`src/rtl/l1_refill_pkg.sv`:
```
// l1_refill_pkg: shared FSM states, line geometry and requester ids for the L1 refill arbiter.
package l1_refill_pkg;
  typedef enum logic [1:0] {IDLE, ADDR, DATA, DONE} state_t;
  localparam int BEATS = 4;
  localparam logic SIDE_I = 1'b0;
  localparam logic SIDE_D = 1'b1;
endpackage

```
`src/rtl/l1_refill_arbiter_rr_arb2.sv`:
```
// rr_arb2: two-input round-robin picker; on contention the side that was not granted last wins.
module rr_arb2
  import l1_refill_pkg::*;
(
  input  logic [1:0] req,
  input  logic       last,
  output logic [1:0] gnt
);
  assign gnt[0] = req[0] & (~req[1] | last == SIDE_D);
  assign gnt[1] = req[1] & (~req[0] | last == SIDE_I);
endmodule

```
`src/rtl/l1_refill_arbiter.sv`:
```
// l1_refill_arbiter: shares one AXI read port between I- and D-cache line refills, one burst per grant.
// Define L1_REFILL_ARB_PERF_EN to add grant and stall performance counters.
module l1_refill_arbiter #(
  parameter int ADDR_W = 32,
  parameter int DATA_W = 32,
  parameter int BEATS  = 4
) (
  input  logic                       clk,
  input  logic                       rst_n,
  input  logic                       ic_req,
  input  logic [ADDR_W-1:0]          ic_addr,
  output logic [DATA_W-1:0]          ic_rdata,
  output logic                       ic_ready,
  output logic [$clog2(BEATS)-1:0]   ic_beat,
  output logic                       ic_done,
  input  logic                       dc_req,
  input  logic [ADDR_W-1:0]          dc_addr,
  output logic [DATA_W-1:0]          dc_rdata,
  output logic                       dc_ready,
  output logic [$clog2(BEATS)-1:0]   dc_beat,
  output logic                       dc_done,
  output logic [ADDR_W-1:0]          araddr,
  output logic [7:0]                 arlen,
  output logic                       arvalid,
  input  logic                       arready,
  input  logic [DATA_W-1:0]          rdata,
  input  logic                       rvalid,
  input  logic                       rlast,
  output logic                       rready,
  output logic                       err
`ifdef L1_REFILL_ARB_PERF_EN
  ,
  output logic [31:0]                ic_grants,
  output logic [31:0]                dc_grants,
  output logic [31:0]                stall_cycles
`endif
);
  import l1_refill_pkg::*;
  localparam int CW = $clog2(BEATS);
  state_t state, state_n;
  logic win, last, beat, fin;
  logic [ADDR_W-1:0] addr_q;
  logic [CW-1:0] cnt;
  logic [1:0] gnt;
  rr_arb2 u_arb (.req({dc_req, ic_req}), .last(last), .gnt(gnt));
  assign beat = state == DATA && rvalid;
  assign fin  = beat && cnt == CW'(BEATS - 1);
  always_comb begin
    state_n = state == IDLE ? (|gnt ? ADDR : IDLE)
            : state == ADDR ? (arready ? DATA : ADDR)
            : state == DATA ? (fin ? DONE : DATA)
            : IDLE;
  end
  always_ff @(posedge clk or negedge rst_n)
    if (!rst_n) state <= IDLE;
    else        state <= state_n;
  always_ff @(posedge clk or negedge rst_n) begin
    if (!rst_n) begin
      win    <= SIDE_I;
      last   <= SIDE_D;
      addr_q <= '0;
      cnt    <= '0;
      err    <= 1'b0;
    end else begin
      if (state == IDLE && |gnt) begin
        win    <= gnt[1];
        addr_q <= (gnt[1] ? dc_addr : ic_addr) & ~ADDR_W'(BEATS * DATA_W / 8 - 1);
      end
      if (beat) cnt <= cnt + CW'(1);
      // rlast must coincide exactly with the final counted beat
      if (beat && rlast != fin) err <= 1'b1;
      if (state == DONE) begin
        cnt  <= '0;
        last <= win;
      end
    end
  end
  assign arvalid  = state == ADDR;
  assign araddr   = arvalid ? addr_q : '0;
  assign arlen    = 8'(BEATS - 1);
  assign rready   = state == DATA;
  assign ic_ready = beat && win == SIDE_I;
  assign dc_ready = beat && win == SIDE_D;
  assign ic_rdata = ic_ready ? rdata : '0;
  assign dc_rdata = dc_ready ? rdata : '0;
  assign ic_beat  = ic_ready ? cnt : '0;
  assign dc_beat  = dc_ready ? cnt : '0;
  assign ic_done  = state == DONE && win == SIDE_I;
  assign dc_done  = state == DONE && win == SIDE_D;
`ifdef L1_REFILL_ARB_PERF_EN
  logic own_i, own_d, stall;
  assign own_i = state == IDLE ? gnt[0] : win == SIDE_I;
  assign own_d = state == IDLE ? gnt[1] : win == SIDE_D;
  assign stall = (ic_req & ~own_i) | (dc_req & ~own_d);
  always_ff @(posedge clk or negedge rst_n) begin
    if (!rst_n) begin
      ic_grants    <= '0;
      dc_grants    <= '0;
      stall_cycles <= '0;
    end else begin
      if (state == IDLE && gnt[0]) ic_grants <= ic_grants + 32'd1;
      if (state == IDLE && gnt[1]) dc_grants <= dc_grants + 32'd1;
      if (stall) stall_cycles <= stall_cycles + 32'd1;
    end
  end
`endif
endmodule

```
`config.mk`:
```
export PLATFORM = sky130hd
export DESIGN_NAME = l1_refill_arbiter
export DESIGN_NICKNAME = d
export VERILOG_FILES = /design/src/rtl/l1_refill_pkg.sv /design/src/rtl/l1_refill_arbiter_rr_arb2.sv /design/src/rtl/l1_refill_arbiter.sv
export SDC_FILE = /design/constraint.sdc
export NUM_CORES = 1
export LEC_CHECK = 0
export ABC_AREA = 1
export CORE_ASPECT_RATIO = 1.75
export CORE_UTILIZATION = 37
export CTS_BUF_LIST = sky130_fd_sc_hd__clkbuf_4
export CTS_CLUSTER_DIAMETER = 60
export DETAILED_ROUTE_END_ITERATION = 12
export PLACE_DENSITY_LB_ADDON = 0.05
export SYNTH_ARGS = -nofsm -noshare
export SYNTH_HDL_FRONTEND = slang
export SYNTH_SLANG_ARGS = --single-unit
export TNS_END_PERCENT = 5
```
`constraint.sdc`:
```
create_clock -name clk -period 2.27 [get_ports clk]
set_input_delay 0.454 -clock clk [delete_from_list [all_inputs] [get_ports clk]]
set_output_delay 0.454 -clock clk [all_outputs]
set_load 0.01 [all_outputs]
```
After elaboration in Yosys (flattened, before gate mapping)
Index checks and enable logic that the tools add are counted.
{ "totals": {"register_bits": 35, "latchBits": 0, "ram_bits": 0, "mem_bits_ro": 0, "input_bits": 103, "out_inout_bits": 115, "memories": 0} }
{ "op_classes": {"n_addsub": 1, "mul": 0, "n_div": 0, "magnitude_cmp": 0, "n_eq_ne": 5, "shifts": 0, "mux": 14, "n_bitwise": 8, "n_reduce_logical": 11} }
{ "op_table": {"columns": ["operator", "n"], "rows": [
  ["2-to-1 mux 32 bit", 4],
  ["2-to-1 mux 2 bit", 8],
  ["logical AND 1 bit", 8],
  ["equality test 2 bit, second input constant", 3],
  ["NOT 1 bit", 4],
  ["adder 2 x 1 -> 2 bit, second input constant", 1],
  ["AND 1 bit", 2],
  ["equality test 2 x 1 -> 1 bit, second input constant", 1],
  ["logical NOT 2 bit", 1],
  ["2-to-1 mux 1 bit", 2],
  ["bitwise OR 1 bit", 2],
  ["nonzero test 2 bit", 1],
  ["OR reduction 2 bit", 1],
  ["inequality test 1 bit", 1]
]} }

Logic depth before layout (Yosys ltp)
Gate-level depths: netlist (run 1).
{ "logic_depth": {"ltp_word": 7, "mapped_depth": 7} }

Hierarchy
A second synthesis (run 1) with hierarchy kept.
{ "hier_totals": {"cells_unflattened": 453, "area_unflattened_um2": 2743.9} }
{ "modules_own_cells": {"columns": ["mod", "instances", "cells_each", "area_per_inst_um2", "seq_area_each_um2"], "rows": [
  ["l1_refill_arbiter", 1, 449, 2716.4, 877.1],
  ["rr_arb2", 1, 4, 27.5, 0.0]
]} }

Worst setup path before layout (run 1)
OpenSTA, ideal clock, no wires.
{ "synth_path": {"kind": "register to output", "start": "reg state[0]", "end": "out ic_rdata[22]", "arrival_ps": 1084, "required_time_ps": 1816, "path_slack_ps": 732, "stages_incl_launch_ff": 7, "cell_sequence": "dfrtp_1 inv_2 nand2_4 nor2_8 nand2_4 buf_6 nor2_1"} }
{ "synth_via": {"elab_chain_cells": 4} }
{ "synth_rtl": {"columns": ["element", "line", "text"], "rows": [
  ["start: declaration", "l1_refill_arbiter.sv:40", "state_t state, state_n;"],
  ["start signal: assignment", "l1_refill_arbiter.sv:56", "else state <= state_n;"],
  ["equality test 2 bit", "l1_refill_arbiter.sv:46", "assign beat = state == DATA && rvalid;"],
  ["logical AND 1 bit", "l1_refill_arbiter.sv:46", null],
  ["logical AND 1 bit", "l1_refill_arbiter.sv:82", "assign ic_ready = beat && win == SIDE_I;"],
  ["2-to-1 mux 32 bit", "l1_refill_arbiter.sv:84", "assign ic_rdata = ic_ready ? rdata : '0;"],
  ["end: declaration", "l1_refill_arbiter.sv:12", "output logic [DATA_W-1:0] ic_rdata,"]
]} }
No other way between the ends.

Final worst setup path (run 1)
{ "layout_path": {"start": "in rvalid", "end": "out ic_rdata[17]"} }
{ "layout_via": {"elab_chain_cells": 3} }
{ "layout_rtl": {"columns": ["element", "line", "text"], "rows": [
  ["start: declaration", "l1_refill_arbiter.sv:27", "input logic rvalid,"],
  ["logical AND 1 bit", "l1_refill_arbiter.sv:46", null],
  ["logical AND 1 bit", "l1_refill_arbiter.sv:82", null],
  ["2-to-1 mux 32 bit", "l1_refill_arbiter.sv:84", null]
]} }
No other way between the ends.

==> results of run 1 <==
final timing paths:
check | startpoint | endpoint | slack [ps] | cells after the start
setup / recovery | rvalid | ic_rdata[17] | 60 | 7
hold / removal | rst_n | addr_q[26] | 180 | 1
setup reg to reg | last | addr_q[19] | 870 | 6
hold reg to reg | err | err | 480 | 2
max in group asynchronous | rst_n | win | 1550 | 1
min in group clk | err | err | 480 | 2
report_power, final:
| part | switching [mW] | internal, mW | total (mW) |
|---|---|---|---|
| clock | 0.215 | 0.226 | 0.442 |
| sequential | 0.202 | 0.930 | 1.13 |
| combinational | 1.23 | 0.898 | 2.13 |
metal layers:
| layer | share of wire | global-route usage |
|---|---|---|
| met5 | 0 | 0 |
| met4 | 0.018 | 0.0950 |
| met3 | 0.11 | 0.0824 |
| met2 | 0.52 | 0.441 |
| met1 | 0.34 | 0.236 |
cell type report:
class | count | area, um2 | area share
well taps | 86 | 108 | 0.0235
clock inverters | 3 | 38.8 | 0.00847
repair buffers | 212 | 1770 | 0.386
flip-flops and latches | 35 | 878 | 0.192
multi-input cells | 284 | 1280 | 0.279
inverters | 127 | 477 | 0.104
clock buffers | 5 | 37.5 | 0.00819
cell usage in the layout, fill, tap and decap left out, types with 2 or more instances in the layout:
cell type / count
nand2_1: 101
clkbuf_2: 61
buf_4: 13
clkbuf_4: 5
nor2_2: 6
nand2_8: 4
dfrtp_1: 33
o21ai_0: 3
nor2_1: 94
conb_1: 12
dlygate4sd2_1: 30
clkdlybuf4s50_1: 97
clkdlybuf4s15_1: 6
nand3_1: 56
buf_12: 2
inv_2: 3
dlymetal6s2s_1: 2
inv_1: 124
cell families after synthesis:
kind of cell	count (synthesis)	synth area share
fa+ha+maj	1	0.00449
buf+inv	162	0.262
compound gates	5	0.00988
simple gates	263	0.403
xor+xnor	1	0.00315
other cells	2	0.00270
flops	35	0.315
sequential cells by signal, summed over array words and instances (netlist names):
signal,flops
win,1
addr_q,28
cnt,2
err,1
last,1
state,2
timing repair:
| item | 4_1_cts | 5_1_grt |
|---|---|---|
| hold buffers | 0 | 0 |
| endpoints found under the hold margin | 0 | 0 |
| endpoints found under the setup margin | 99 | 67 |
| gates resized for setup | 108 | 125 |
| cloned | 2 | 0 |
| buffers inserted | 3 | 0 |
| pin swaps | 3 | 0 |
critical path, cell delays in order:
cell and delay [ps]:
clkdlybuf4s50_1 490, inv_1 100, nor2_8 110, buf_12 130
nand2_8 100, nor2_1 110, clkdlybuf4s15_1 240
==> flow_metrics.env, run 1 <==
export IMPL_run_status="completed"
export IMPL_initial_core_util=0.385
export IMPL_finalCritPeriodShare=0.971
export IMPL_pre_cts_slack_ps=-371
export IMPL_setup_tns_ps=0
export IMPL_dp_hpwl_um=7250
export IMPL_yosysMostFrequentCell="inv_1"
export IMPL_p_per_area_nw_per_um2=808
export IMPL_drt_iter0_drc=126
export IMPL_viasPerCell=4.46
export IMPL_worstSetupPathType="primary input to output port"
export IMPL_h_tree_depth=2
export IMPL_cts_tree="yes"
export IMPL_fin_ws_ps=64.7
export IMPL_die_w_um=67.6
export IMPL_cts_buffer_depth=2
export IMPL_gp_congestion=0.799
export IMPL_drv_slew=0
export IMPL_final_cells=752
export IMPL_cts_buffers=5
export IMPL_synth_area_leaders="dfrtp_1, inv_1, nand2_1, nor2_1, nand3_1"
export IMPL_synthTopCellsByCount="inv_1, nand2_1, nor2_1"
export IMPL_required_ps=1820
export IMPL_grtUsageTotal=0.240
export IMPL_setup_viol=0
export IMPL_port_buffers=197
export IMPL_dp_cells=739
export IMPL_cp_end_kind="output port"
export IMPL_avgRoutedWirePerCell_um=12.6
export IMPL_skew_ps=6.90
export IMPL_wl_um=9500
export IMPL_root_buffer="clkbuf_4"
export IMPL_arrival_ps=1750
export IMPL_drc=0
export IMPL_fin_nets=769
export IMPL_grt_pass1_wl_um=14200
export IMPL_power_leakage_nw=2.86
export IMPL_grt_start_max_net_pins=36
export IMPL_clk_latency_ps=340
export IMPL_die_height_um=117
export IMPL_coreArea_um2=7230
export IMPL_ys_types=22
export IMPL_gr_total_overflow=0
export IMPL_rows=41
export IMPL_finalHoldViolCount=0
export IMPL_syn_area_per_cell_um2=5.94
export IMPL_vdd_drop_max_mv=0.539
export IMPL_clk_pin_slew_ps=110
export IMPL_yosys_area_top_type_share=0.305
export IMPL_num_vias=3353
export IMPL_hold_slack_ps=178
export IMPL_hp_class="primary input to async pin"
export IMPL_period_minus_slack_ps=2210
export IMPL_fin_total_pwr_mw=3.70
export IMPL_antenna_found_initial=0
export IMPL_async_flop_share=1.00
export IMPL_critPathMaxFanout=17
export IMPL_maxSlewHeadroom=0.471
export IMPL_ant_nets=0
export IMPL_cts_sinks=35
export IMPL_final_util=0.633
export IMPL_grt_pass1_vias=3043
export IMPL_syn_inst=469
export IMPL_die_area_um2=7890
export IMPL_finalInstanceArea_um2=4580
export IMPL_synth_edf_count=0
export IMPL_synth_ff_type="dfrtp_1"
export IMPL_drive_above_1_share=0.155
export IMPL_ys_seq_elements=35
export IMPL_rsz0062_at_grt="false"
export IMPL_fillers=776
export IMPL_fmax_ghz=0.453
export IMPL_netlist_area_um2=2790
export IMPL_n_antenna_cell=0
export IMPL_postPlaceCellArea_um2=4750
export IMPL_max_cap_violations=0
export IMPL_first_pass_iters=4
export IMPL_yosys_area_top_type="dfrtp_1"
export IMPL_critPathLaunchType="primary input"
export IMPL_io_pin_count=218
export IMPL_seq_area_frac_synth=0.315
export IMPL_worst_pin_slew_ps=794
export IMPL_syn_to_final_growth_pct=64.5
export IMPL_yosys_warnings=0
(Power assumes the default switching activity.)
==> inputs of run 2 (changes only) <==
Settings changed: CTS_BUF_LIST sky130_fd_sc_hd__clkbuf_4 to unset.
==> run 2 against run 1 <==
Net effect:
- non-clock buffer count did not move
- routed wire length increased by 0.52%
- total power increased by 11%
- critical path depth stayed put
- cell area rose by 3.7%
- maximum frequency shrank 0.19%
- global-route usage shrank 0.24 points
- final cell count unchanged
- critical path type unchanged
- critical endpoint is now ic_rdata[23]
==> flow_metrics.env, run 2 (synthesis results as in run 1) <==
export IMPL_die_height_um=117
export IMPL_finalHoldViolCount=0
export IMPL_viasPerCell=4.47
export IMPL_avgRoutedWirePerCell_um=12.7
export IMPL_coreArea_um2=7230
export IMPL_cp_end_kind="output port"
export IMPL_fmax_ghz=0.453
export IMPL_biggestRegsByFlops="addr_q x28, cnt x2, state x2"
export IMPL_hp_class="primary input to async pin"
export IMPL_port_buffers=197
export IMPL_finalInstanceArea_um2=4750
export IMPL_max_cap_violations=0
export IMPL_largest_reg_flops=28
export IMPL_grt_pass1_vias=3029
export IMPL_vdd_drop_max_mv=0.600
export IMPL_antenna_found_initial=0
export IMPL_layout_commonest_cell="inv_1"
export IMPL_fin_total_pwr_mw=4.12
export IMPL_rows=41
export IMPL_initial_core_util=0.385
export IMPL_skew_ps=3.39
export IMPL_clk_pin_slew_ps=60
export IMPL_cpPeakStageDelay_ps=490
export IMPL_num_vias=3364
export IMPL_drive_above_1_share=0.156
export IMPL_cts_sinks=35
export IMPL_n_antenna_cell=0
export IMPL_first_pass_iters=4
export IMPL_run_status="completed"
export IMPL_drc=0
export IMPL_setup_viol=0
export IMPL_critPathMaxFanout=17
export IMPL_setup_tns_ps=0
export IMPL_cp_slowest_cell="clkdlybuf4s50_1"
export IMPL_cts_buffer_depth=2
export IMPL_final_util=0.657
export IMPL_cts_buffers=5
export IMPL_largest_register="addr_q"
export IMPL_p_per_area_nw_per_um2=868
export IMPL_worst_pin_slew_ps=792
export IMPL_dp_hpwl_um=7250
export IMPL_gp_congestion=0.799
export IMPL_arrival_ps=1760
export IMPL_drt_iter0_drc=122
export IMPL_wl_um=9550
export IMPL_die_area_um2=7890
export IMPL_postPlaceCellArea_um2=4750
export IMPL_critPathLaunchType="primary input"
export IMPL_most_common_layout_cells="inv_1, nand2_1, clkdlybuf4s50_1"
export IMPL_root_buffer="clkbuf_16"
export IMPL_grt_start_max_net_pins=36
export IMPL_grtUsageTotal=0.237
export IMPL_die_w_um=67.6
export IMPL_period_minus_slack_ps=2210
export IMPL_required_ps=1820
export IMPL_grt_pass1_wl_um=14100
export IMPL_drv_slew=0
export IMPL_h_tree_depth=2
export IMPL_finalCritPeriodShare=0.973
export IMPL_syn_to_final_growth_pct=70.6
export IMPL_fin_nets=769
export IMPL_gr_total_overflow=0
export IMPL_maxSlewHeadroom=0.472
export IMPL_power_leakage_nw=3.09
export IMPL_clk_latency_ps=280
export IMPL_ant_nets=0
export IMPL_hold_slack_ps=258
export IMPL_io_pin_count=218
export IMPL_cts_tree="yes"
export IMPL_worstSetupPathType="primary input to output port"
export IMPL_worstPathCellList="clkdlybuf4s50_1 -> inv_1 -> nor2_8 -> buf_12 -> nand2_8 -> nor2_1 -> clkdlybuf4s15_1"
run 2: cell count changes in the layout (fill, tap and decap cells not counted), sizes merged:
cell / delta
dlygate4sd2: -15
dlymetal6s2s: +15
clkdlybuf4s15: +2
clkdlybuf4s50: -1
clkinv: -1
clkinvlp: +1
inv: -1
run 2: final timing paths:
check                                     to  slack, ps  depth (start not counted)   start
max in group asynchronous                win       1460                          1   rst_n
worst min-delay path              addr_q[26]        260                          1   rst_n
worst max register to register    addr_q[17]        880                          6    last
worst min register to register           err        460                          2     err
worst max-delay path            ic_rdata[23]         60                          7  rvalid
min in group clk                         err        460                          2     err
run 2: cell type report:
type,instances,area (um2)
multi-input cells,284,1280
clock buffers,6,139
inverters,127,480
flip-flops and latches,35,878
clock inverters,2,35.0
fillers,740,2480
well taps,86,108
repair buffers,212,1830
run 2: metrics by stage:
stage,setup WS (ps),std cells
floorplan,732,479
global placement,-353,739
detailed placement,-371,739
CTS,0.0341,752
global route,-2.21,752
finish,60.5,752
run 2: power breakdown:
group / switching, mW / internal [mW] / leakage, nW
Sequential: 0.203 / 0.934 / 0.421
Combinational: 1.24 / 0.953 / 2.58
Clock: 0.253 / 0.545 / 0.0868
Total: 1.69 / 2.43 / 3.09
run 2: metal layers:
layer,part of all wire,GRT usage,vias to the layer above
met5,0,0,-
met4,0.018,0.0908,0
met3,0.11,0.0707,13
met2,0.53,0.442,145
met1,0.34,0.238,1507
li1,-,-,1699
run 2: worst max-delay path: cells and delay by family:
kind | cells | cell delay [ps]
and+or+nand+nor | 3 | 320
buffers and inverters | 4 | 970
run 2: what timing repair did:
item | 4_1_cts | 5_1_grt
pin swaps | 4 | 0
setup endpoints to repair | 82 | 85
gates resized for setup | 94 | 142
buffers inserted | 3 | 0
cloned | 2 | 0
hold buffers | 0 | 0
==> inputs of run 3 (changes only) <==
Settings changed: SETUP_SLACK_MARGIN set to 0.02, SLEW_MARGIN set to 40.
Clock period 2.27 ns to 2.73 ns, I/O delays scaled along.
==> run 3 against run 2 <==
Net effect:
- via count decreased by 1.9%
- cell area increased by 3.4%
- worst hold slack got worse by 43 ps
- routed wire length fell by 3.5%
- flip-flop and latch count is the same
- sequential power down 17%
- count of clock-buffer cells in the layout did not move
- first-iteration DRC count down 27%
- global-route usage decreased by 0.58 points
- largest cell class unchanged
- critical path type unchanged
- clock power decreased by 32%
- critical path depth is the same
- non-clock buffer count is 4 lower
==> flow_metrics.env, run 3 (synthesis results as in run 1) <==
export IMPL_run_status="completed"
export IMPL_grt_start_max_net_pins=36
export IMPL_cts_buffers=5
export IMPL_postPlaceCellArea_um2=4710
export IMPL_maxSlewHeadroom=0.540
export IMPL_die_height_um=117
export IMPL_syn_to_final_growth_pct=76.5
export IMPL_dp_hpwl_um=7000
export IMPL_fin_ws_ps=248
export IMPL_cp_end_kind="output port"
export IMPL_grtUsageTotal=0.232
export IMPL_num_vias=3301
export IMPL_coreArea_um2=7230
export IMPL_drv_slew=0
export IMPL_final_util=0.679
export IMPL_critPathMaxFanout=17
export IMPL_gp_congestion=0.793
export IMPL_setup_viol=0
export IMPL_rsz0062_at_grt="false"
export IMPL_initial_core_util=0.385
export IMPL_highest_layer="met4"
export IMPL_max_cap_violations=0
export IMPL_vdd_drop_max_mv=0.615
export IMPL_die_area_um2=7890
export IMPL_most_common_layout_cells="clkdlybuf4s50_1, inv_1, nand2_1"
export IMPL_clk_pin_slew_ps=60
export IMPL_avgRoutedWirePerCell_um=12.3
export IMPL_cts_buffer_depth=2
export IMPL_h_tree_depth=2
export IMPL_clk_latency_ps=270
export IMPL_p_per_area_nw_per_um2=679
export IMPL_skew_ps=8.27
export IMPL_rows=41
export IMPL_fmax_ghz=0.403
export IMPL_finalInstanceArea_um2=4910
export IMPL_root_buffer="clkbuf_16"
export IMPL_worstSetupPathType="primary input to output port"
export IMPL_hp_class="primary input to async pin"
export IMPL_grt_pass1_vias=2978
export IMPL_cts_tree="yes"
export IMPL_biggestRegsByFlops="addr_q x28, cnt x2, state x2"
export IMPL_layout_commonest_cell="clkdlybuf4s50_1"
export IMPL_n_antenna_cell=0
export IMPL_dp_cells=735
export IMPL_m1WireLength_um=3310
export IMPL_viasPerCell=4.41
export IMPL_finalHoldViolCount=0
export IMPL_grt_pass1_wl_um=13800
export IMPL_port_buffers=197
export IMPL_ant_nets=0
export IMPL_drive_above_1_share=0.0544
export IMPL_drc=0
export IMPL_gr_total_overflow=0
export IMPL_antenna_found_initial=0
export IMPL_largest_register="addr_q"
export IMPL_required_ps=2180
export IMPL_worst_pin_slew_ps=688
export IMPL_wl_um=9210
export IMPL_fin_total_pwr_mw=3.34
export IMPL_pre_cts_slack_ps=-89.5
export IMPL_largest_reg_flops=28
export IMPL_first_pass_iters=4
export IMPL_power_leakage_nw=3.21
export IMPL_die_w_um=67.6
export IMPL_fin_nets=765
export IMPL_critPathLaunchType="primary input"
export IMPL_drt_iter0_drc=89
export IMPL_finalCritPeriodShare=0.909
export IMPL_fillers=684
export IMPL_cts_sinks=35
export IMPL_dr_wl_met3_um=908
export IMPL_arrival_ps=1940
export IMPL_io_pin_count=218
export IMPL_period_minus_slack_ps=2480
export IMPL_final_cells=748
export IMPL_wl_met2_um=4880
run 3: per-stage QoR:
step	setup TNS, ps	hold slack [ps]
after floorplan	0	250
after global placement	-2880	448
after detailed placement	-3660	459
after CTS	0	382
after global routing	0	249
final	0	215
run 3: critical path, stage by stage:
cell	delay (ps)
clkdlybuf4s50_1	490
inv_1	100
nor2_8	120
buf_12	130
nand2_4	130
nor2_1	130
dlygate4sd2_1	280
run 3: worst paths after layout:
| check | from | end | slack, ps | cells past startpoint |
|---|---|---|---|---|
| hold / removal | rst_n | addr_q[23] | 220 | 1 |
| min in group clk | err | err | 470 | 2 |
| max in group asynchronous | rst_n | last | 2170 | 1 |
| setup / recovery | rvalid | ic_rdata[22] | 250 | 7 |
| setup reg to reg | state[1] | addr_q[17] | 1220 | 5 |
| hold reg to reg | err | err | 470 | 2 |
run 3: timing repair:
item	in CTS	in global routing
gates cloned	2	0
hold buffers	0	0
pin swaps	3	0
endpoints found under the setup margin	70	18
setup buffers	3	0
gates resized for setup	55	18
run 3: layout make-up:
type | count | area (um2) | area share
Multi-Input combinational cell | 284 | 1270 | 0.258
Clock buffer | 6 | 129 | 0.0262
Tap cell | 86 | 108 | 0.0219
Sequential cell | 35 | 877 | 0.178
Inverter | 127 | 477 | 0.0970
Timing Repair Buffer | 208 | 2040 | 0.416
Clock inverter | 2 | 12.5 | 0.00255
run 3: layer usage:
layer  vias up  global-route usage
li1       1691                   -
met1      1461               0.232
met2       140               0.447
met3         9              0.0562
met4         0              0.0723
met5         -                   0
run 3: power breakdown:
part           total (mW)  leakage, nW  internal [mW]  switching [mW]
Sequential          0.948        0.423          0.775           0.173
Combinational        1.84         2.72          0.847           0.998
Clock               0.546       0.0669          0.336           0.210
==> RTL change, RTL diff (settings of run 2) <==
Set the parameter `ADDR_W` to 48 (it was 32).
--- a/src/rtl/l1_refill_arbiter.sv
+++ b/src/rtl/l1_refill_arbiter.sv
@@ -2,5 +2,5 @@
 // Define L1_REFILL_ARB_PERF_EN to add grant and stall performance counters.
 module l1_refill_arbiter #(
-  parameter int ADDR_W = 32,
+  parameter int ADDR_W = 48,
   parameter int DATA_W = 32,
   parameter int BEATS  = 4
Ports: changed (resized araddr, dc_addr and ic_addr); port bits go from 218 to 266. No check against the original RTL was run, so the function may have changed too.
==> RTL change against run 2 <==
Maximum frequency shrank 2.7%; sequential cell count rose by 16; combinational power is 43% higher; utilization down 2.1 points; critical path type unchanged; critical path depth unchanged; sequential power is 41% higher; worst setup slack got worse by 0.060 ns; largest cell class unchanged; power is 33% higher; non-clock buffer count is 50 higher; first-iteration DRC count rose by 34%; area after synthesis is 36% higher; design area rose by 33%; wire length rose by 41%.
==> RTL change: results (changes against run 2) <==
Synth:
- The synthesized netlist cell count is 638 (+36%).
- Ranked by total cell area, the synthesized netlist is headed by sky130_fd_sc_hd__dfrtp_1, sky130_fd_sc_hd__inv_1, sky130_fd_sc_hd__nand2_1, sky130_fd_sc_hd__nand3_1, sky130_fd_sc_hd__nor2_1.
- By count the netlist is led by sky130_fd_sc_hd__inv_1, sky130_fd_sc_hd__nand2_1, sky130_fd_sc_hd__nor2_1.
- The portion of the post-synthesis area used by sequential elements is 0.336 (+0.0214).
- The top cell type's share of synthesized area was 0.329 (+0.0239).

Status:
- The flow ran to the end, and the final reports show no timing, DRC or antenna violations.

Worst setup path:
- The capture point of the critical path is ic_rdata[30].
- The startpoint identified for the worst register-to-register timing path is state[1].
- The maximum fanout along the worst path came to 18 (+1).
- In this run the critical register-to-register path is captured at addr_q[31].
- The cell depth of the worst flop-to-flop path is 5 (-1).
- The register-to-register path setup slack was 0.70 ns (-0.18 ns).

Detailed routing:
- The first-iteration detailed-routing DRC count came to 164 (+34%).
- The average vias per placed instance came to 4.50 (+0.61%).
- The iteration count of the initial detailed-routing pass is 5 (+1).
- The routed length per instance is 13.5 um (+6.1%).
- The total via count in the routed design is 4,505 (+34%).

Final layout:
- The largest registers in the layout are addr_q (44), cnt (2), state (2).
- The number of nets in the layout is 1,010 (+31%).
- The number of fill cells is 990 (+34%).
- The layout cell share with drive strength beyond 1 came to 0.102 (-0.0544).

Placed design:
- The final estimated routing congestion in global placement is 0.811 (+1.5%).
- The quantity of I/O buffers inserted on ports is 245 (+24%).
- The post-detailed-placement half-perimeter wirelength is 10.4 mm (+43%).
- The count of placed standard cells including taps is 989 (+34%).
- The placed standard-cell area is 6290 um^2 (+32%).

Power and ir drop:
- The net switching power is 2.31 mW (+37%).
- The sequential share of power is 0.294 (+0.018).
- The maximum resistive drop on vdd is 0.655 mV (+9.1%).
- The static leakage is 3.79 nW (+23%).

Global route:
- The initial antenna violation count is 1 (+1).
- The largest net degree at the start of global routing is 45 (+25%).
- The overall track demand over capacity in global routing is 0.251 (+0.0138).
- The via count of the first global-routing pass is 4,216 (+39%).
- The first-pass GRT wire length came to 20.7 mm (+46%).

CTS:
- The buffer levels on the longest clock path came to 2 (unchanged).

STA:
- The setup skew after layout came to 0.00868 ns (+0.00529 ns).
- The worst max-slew margin expressed relative to the limit came to 0.583 (+0.112).

Hold path:
- The tightest min-delay check is of the in -> async type.
## RTL change: cell types whose count changed after synthesis, sizes merged, moves of 7 or more
cell,delta
clkbuf,+7
dfrtp,+16
inv,+48
nand2,+48
nand3,+32
nor2,+16
## RTL change: routing by layer
metal  share of wire  vias up  GRT usage
li1                -     2258          -
met4           0.019        0     0.0720
met2            0.53      184      0.474
met5               0        -          0
met1            0.36     2049      0.269
met3           0.091       14     0.0638
## RTL change: final cells by class
| class | count | area, um^2 | share of cell area |
|---|---|---|---|
| tap | 125 | 156 | 0.0248 |
| antenna | 1 | 2.50 | 0.000397 |
| clock buffer | 7 | 133 | 0.0210 |
| clock inverter | 1 | 5.00 | 0.000794 |
| sequential | 51 | 1280 | 0.203 |
| inverter | 175 | 657 | 0.104 |
| timing repair buffer | 262 | 2410 | 0.383 |
| multi-input combinational | 379 | 1660 | 0.263 |
## RTL change: worst min path at each step
stage                      end  startpoint  slack (ns)
floorplan           addr_q[10]       rst_n        0.16
detailed placement  addr_q[27]       rst_n        0.43
CTS                 addr_q[27]       rst_n        0.12
global route        addr_q[29]       rst_n        0.14
finish              addr_q[27]       rst_n         0.1
global placement    addr_q[27]       rst_n        0.43
## RTL change: stage by stage
stage	worst slack (ns)	TNS, ns
finish	0.00000677	0
global placement	-0.359	-22.04
floorplan	0.678	0
CTS	-0.0376	-0.0424
detailed placement	-0.369	-21.57
global route	-0.0868	-1.68
## RTL change: kinds of logic (layout without fill, tap and decap cells)
kind of cell    count (synthesis)  in the layout  synth area share
flops                          51             51             0.336
compound gates                  5              5           0.00724
other cells                     2             13           0.00198
xor+xnor                        1              1           0.00231
simple gates                  359            360             0.398
fa+ha+maj                       1              1           0.00329
buf+inv                       219            445             0.251
## RTL change: worst max-delay path, delay by kind of cell
kind                   cells  cell delay, ns
buffers and inverters      4            0.98
and+or+nand+nor            3            0.37
## RTL change: power groups by stage
stage / combinational (mW) / sequential, mW / clock, mW
2_1_floorplan: 1.78 / 1.57 / 0
3_3_place_gp: 3.12 / 1.60 / 0
3_5_place_dp: 3.18 / 1.61 / 0
4_1_cts: 3.19 / 1.61 / 0.750
5_1_grt: 3.45 / 1.67 / 0.779
6_report: 3.13 / 1.61 / 0.733
## RTL change: timing repair
| item | CTS | global route |
|---|---|---|
| resized for setup | 98 | 97 |
| buffers inserted | 2 | 0 |
| gates cloned | 1 | 0 |
| pin swaps | 2 | 0 |
| endpoints found under the setup margin | 105 | 96 |
